File: src/rtl/dct_transpose_pingpong.sv
// Ping-pong 8x8 transpose buffer between the row-pass and column-pass DCT.
// Rows are written into one bank while the other bank drains column by column.
// Data is stored and returned bit-exact; no arithmetic is performed.
module dct_transpose_pingpong #(
   parameter int unsigned DATA_W = 16
) (
   input  logic              clk,
   input  logic              rst,
   input  logic              in_valid,
   output logic              in_ready,
   input  logic [DATA_W-1:0] in0,
   input  logic [DATA_W-1:0] in1,
   input  logic [DATA_W-1:0] in2,
   input  logic [DATA_W-1:0] in3,
   input  logic [DATA_W-1:0] in4,
   input  logic [DATA_W-1:0] in5,
   input  logic [DATA_W-1:0] in6,
   input  logic [DATA_W-1:0] in7,
   output logic              out_valid,
   input  logic              out_ready,
   output logic [DATA_W-1:0] out0,
   output logic [DATA_W-1:0] out1,
   output logic [DATA_W-1:0] out2,
   output logic [DATA_W-1:0] out3,
   output logic [DATA_W-1:0] out4,
   output logic [DATA_W-1:0] out5,
   output logic [DATA_W-1:0] out6,
   output logic [DATA_W-1:0] out7,
   output logic [2:0]        out_col,
   output logic              out_last
);

   localparam int unsigned N        = 8;
   localparam int unsigned IDX_W    = 3;
   localparam int unsigned BANKS    = 2;
   localparam logic [IDX_W-1:0] LAST_IDX = IDX_W'(N - 1);

   // Each bank holds N rows; each row is a packed vector of N coefficients.
   logic [N-1:0][DATA_W-1:0] mem [BANKS][N];

   logic             wr_bank;
   logic [IDX_W-1:0] wr_row;
   logic             rd_bank;
   logic [IDX_W-1:0] rd_col;
   logic [BANKS-1:0] full;
   logic [BANKS-1:0] full_nxt;

   logic             wr_fire;
   logic             rd_fire;
   logic [N-1:0][DATA_W-1:0] in_row;
   logic [N-1:0][DATA_W-1:0] out_vec;

   // Gather the incoming row elements, column index 0..7.
   assign in_row[0] = in0;
   assign in_row[1] = in1;
   assign in_row[2] = in2;
   assign in_row[3] = in3;
   assign in_row[4] = in4;
   assign in_row[5] = in5;
   assign in_row[6] = in6;
   assign in_row[7] = in7;

   // Handshakes depend on bank occupancy only, never on the opposite side's strobe.
   always_comb begin
      in_ready  = !full[wr_bank];
      out_valid = full[rd_bank];
      wr_fire   = in_valid && in_ready;
      rd_fire   = out_valid && out_ready;
   end

   // Bank occupancy update; a write and a read in the same cycle never share a bank.
   always_comb begin
      full_nxt = full;
      if (rd_fire && (rd_col == LAST_IDX)) begin
         full_nxt[rd_bank] = 1'b0;
      end
      if (wr_fire && (wr_row == LAST_IDX)) begin
         full_nxt[wr_bank] = 1'b1;
      end
   end

   // Write/read pointers and occupancy flags.
   always_ff @(posedge clk) begin
      if (rst) begin
         wr_bank <= 1'b0;
         wr_row  <= '0;
         rd_bank <= 1'b0;
         rd_col  <= '0;
         full    <= '0;
      end else begin
         full <= full_nxt;
         if (wr_fire) begin
            wr_row <= wr_row + IDX_W'(1);
            if (wr_row == LAST_IDX) begin
               wr_bank <= ~wr_bank;
            end
         end
         if (rd_fire) begin
            rd_col <= rd_col + IDX_W'(1);
            if (rd_col == LAST_IDX) begin
               rd_bank <= ~rd_bank;
            end
         end
      end
   end

   // Row storage; contents are deliberately left uncleared by reset.
   always_ff @(posedge clk) begin
      if (wr_fire) begin
         mem[wr_bank][wr_row] <= in_row;
      end
   end

   // Column read: element k of the output vector is row k of the draining bank.
   for (genvar k = 0; k < N; k++) begin : g_col_read
      assign out_vec[k] = out_valid ? mem[rd_bank][k][rd_col] : '0;
   end

   assign out0     = out_vec[0];
   assign out1     = out_vec[1];
   assign out2     = out_vec[2];
   assign out3     = out_vec[3];
   assign out4     = out_vec[4];
   assign out5     = out_vec[5];
   assign out6     = out_vec[6];
   assign out7     = out_vec[7];
   assign out_col  = rd_col;
   assign out_last = out_valid && (rd_col == LAST_IDX);

endmodule

File: config.mk
export PLATFORM = sky130hd
export DESIGN_NAME = dct_transpose_pingpong
export DESIGN_NICKNAME = d
export VERILOG_FILES = /design/src/rtl/dct_transpose_pingpong.sv
export SDC_FILE = /design/constraint.sdc
export NUM_CORES = 2
export LEC_CHECK = 0
export ABC_AREA = 1
export BUFFER_PORTS_ARGS = -buffer_cell sky130_fd_sc_hd__buf_4
export CORE_MARGIN = 5
export CORE_UTILIZATION = 30
export CTS_CLUSTER_SIZE = 25
export DETAILED_ROUTE_END_ITERATION = 8
export HOLD_SLACK_MARGIN = 0.1
export PLACE_DENSITY = 0.44
export SLEW_MARGIN = 20
export SYNTH_ARGS = -nofsm -noshare
export SYNTH_HDL_FRONTEND = slang
export SYNTH_SLANG_ARGS = --single-unit
File: constraint.sdc
create_clock -name clk -period 20.4 [get_ports clk]
set_input_delay 1.02 -clock clk [delete_from_list [all_inputs] [get_ports clk]]
set_output_delay 1.02 -clock clk [all_outputs]
set_load 0.02 [all_outputs]
==> key figures <==
Status
  • Status: finished, final reports clean

Timing
  • Slew Limit Fails: 0
  • Fmax: 0.131 GHz
  • Total negative setup slack: 0 ns
  • Tcrit/Tclk final: 0.374
  • RSZ-0062 raised after global routing: false
  • Fin Clk Skew: 0.0365 ns
  • Rel. slew slack: 0.207
  • Fin. Hold Viols: 0
  • Least-Margin Pin Slew: 1.19 ns
  • Final setup fails: 0
  • Final Critical Period: 7.63 ns

Place
  • DP HPWL: 186000 um
  • IO Port Bufs: 265
  • Gp weighted congestion: 0.779
  • Placed Instances: 11800
  • Cell area after placement: 92300 um^2

GRT
  • Vias in the first global route: 54200
  • Global-route wire length before repair: 446000 um
  • Initial antenna violation count: 77
  • Grt ovf: 0
  • GRT Total Usage: 0.210
  • Largest net degree at the start of global routing: 173

Synthesis
  • Area contributors post-synth: edfxtp_1 71%, nand2_1 13%, nand3_1 7.4%
  • Syn_nets: 8218
  • Synthesis Warnings: 0
  • Synth area leader: edfxtp_1
  • Top cell type's share of synthesized area: 0.711
  • Distinct cells, synth: 20
  • Number of synthesized register bits: 2059
  • Synthesized area: 86500 um^2
  • Mean Syn Cell Area: 10.7 um^2
  • Cells after Synth: 8082
  • Seq/Total Area, Yosys: 0.713

Power
  • Sequential group share of total power: 0.529
  • Switching pwr: 1.94 mW
  • Design Power: 8.93 mW
  • Switching Fraction: 0.217
  • Cell area power density: 89.9 nW/um^2
  • Int Pwr: 6.98 mW
  • VDD IR max: 0.0707 mV
  • Pleak: 39.8 nW
  • Logic pwr share: 0.031
  • Power share of the clock group: 0.439

Worst setup path
  • Max incr delay on CP: 0.83 ns
  • Kind of critical path: register to output port
  • Startpoint types: register
  • Worst endpoint required time: 19.38 ns
  • Top fanout value on the critical path: 78
  • Buffers & Inverters on Critical Path: 6
  • Worst-path cell chain: buf_4, buf_4, buf_4, buf_4, buf_4, nand2_1, nand2_1, nand2_1, nand3_1, nand3_1, a21oi_1, buf_4
  • Worst path slowest cell: dfxtp_4
  • WP data arrival: 6.61 ns
  • CP Capture Type: output port
  • Top cell by count, worst path: buf_4
  • CP top delay family: buffers and inverters

Cells and area
  • NumNets Final: 8387
  • Layout fillers: 28600
  • Share of cells above drive strength 1: 0.0820
  • Multi-input gate area: 19000 um^2
  • Non-Filler Instances: 12200
  • Final instance area: 99200 um^2
  • Register area: 61700 um^2
  • Layout area overhead: 14.7%

Floorplan
  • Die ar.: 299000 um^2
  • DIE WIDTH: 547 um
  • # IOs: 266
  • Core area: 288000 um^2
  • Initial Utilization: 0.301
  • Die Ht: 547 um
  • Rows: 197

Clock network
  • Clock Path Buffers: 4
  • Clock transition at path regs: 0.06 ns
  • TritonCTS clock tree: built
  • Clock root cell: clkbuf_16
  • Clk sinks: 2059
  • Setup bufs post-CTS: 0
  • Latest clock arrival within the worst-skew pair: 0.87 ns
  • Hold_buf cts: 0
  • CTS Buf Count: 231
  • H-tree depth: 4
  • Post_cts resized: 0

Run
  • Max-Cap Viols: 0

Drt
  • WL/cell: 26.5 um
  • Detail Route Antenna Nets: 0
  • Initial DRC Count: 6212
  • Routed via count: 58800
  • Via/cell ratio: 4.81
  • Drt drc: 0
  • First drt pass iteration count: 6
  • WL final: 324000 um

Min path
  • Hold Path Class: primary input to register
## metal layers
metal | vias up | wire length (um) | track usage
met1 | 29500 | 143000 | 0.294
met4 | 14 | 8480 | 0.0516
met3 | 390 | 19900 | 0.0300
met5 | - | 97 | 0
met2 | 2014 | 152000 | 0.342
li1 | 26900 | - | -
## path summary, 6_finish.rpt
check / cells past startpoint / to / slack (ns) / from
max: 12 / out4[14] / 12.77 / register
min: 2 / wr_row[0] / 0.37 / rst
max reg2reg: 9 / mem[0][829] / 15.05 / wr_bank
min reg2reg: 2 / full[0] / 0.48 / full[0]
## layout make-up
| class | count | share of cell area |
|---|---|---|
| multi-input combinational | 4543 | 0.191 |
| inverter | 1040 | 0.0398 |
| sequential | 2059 | 0.622 |
| antenna | 16 | 0.000403 |
| timing repair buffer | 376 | 0.0292 |
| clock buffer | 300 | 0.0623 |
| tap | 3781 | 0.0477 |
| clock inverter | 108 | 0.00715 |
## metrics by stage
| step | util | hold slack [ns] | setup slack [ns] |
|---|---|---|---|
| floorplan | - | 0.446 | 9.57 |
| global placement | 0.321 | 0.466 | 13.56 |
| detailed placement | 0.321 | 0.473 | 13.58 |
| CTS | 0.345 | 0.300 | 12.64 |
| global route | 0.345 | 0.342 | 12.42 |
| finish | 0.345 | 0.367 | 12.77 |
## sequential cells by signal, indices dropped and copies added, names as in the netlist, named ones only
register / flops
mem: 2048
rd_bank: 1
out_col: 3
wr_row: 3
full: 2
wr_bank: 1
## cell usage in the layout (no fill, tap or decap), drive strengths merged
master    count
a21oi       139
buf         376
bufinv        9
clkbuf      300
clkinv       96
clkinvlp      1
dfxtp        11
diode        16
edfxtp     2048
ha            4
inv        1042
nand2      3090
nand3      1281
nor2          8
nor3         12
o21ai         8
or2           1
## power groups by stage
stage	Sequential (mW)	Clock, mW	Combinational, mW
after global placement	4.81	0	0.282
after floorplan	4.83	0	0.0779
final	4.72	3.92	0.279
after CTS	4.72	4.00	0.285
after global routing	4.73	4.18	0.296
after detailed placement	4.81	0	0.284
## worst register-to-register path: stages, from the launching register on
cell,delay (ns)
dfxtp_1,0.73
inv_2,0.29
o21ai_1,0.34
nand2_1,0.25
nor2_1,0.21
inv_2,0.11
nor3_2,0.63
buf_4,0.83
buf_4,0.77
buf_4,0.77
## kinds of logic after synthesis
logic type	synth area share
DFF	0.713
AOI/OAI and AO/OA	0.00850
and+or+nand+nor	0.209
buffers and inverters	0.0681
adders and majority gates	0.000579
## cell usage after synthesis
master    instances
a21oi_1         139
nor2_1            8
buf_4             6
or2_2             1
clkinv_2          1
inv_2             3
dfxtp_1          11
o21ai_0           7
buf_6             2
inv_1          1035
nand2_1        3090
buf_1            35
buf_2           239
o21ai_1           1
nand3_1        1281
nor3_1           12
clkinv_1          1
edfxtp_1       2048
ha_1              4
clkbuf_1        158
Note: power is estimated with default switching activity, not from simulation.
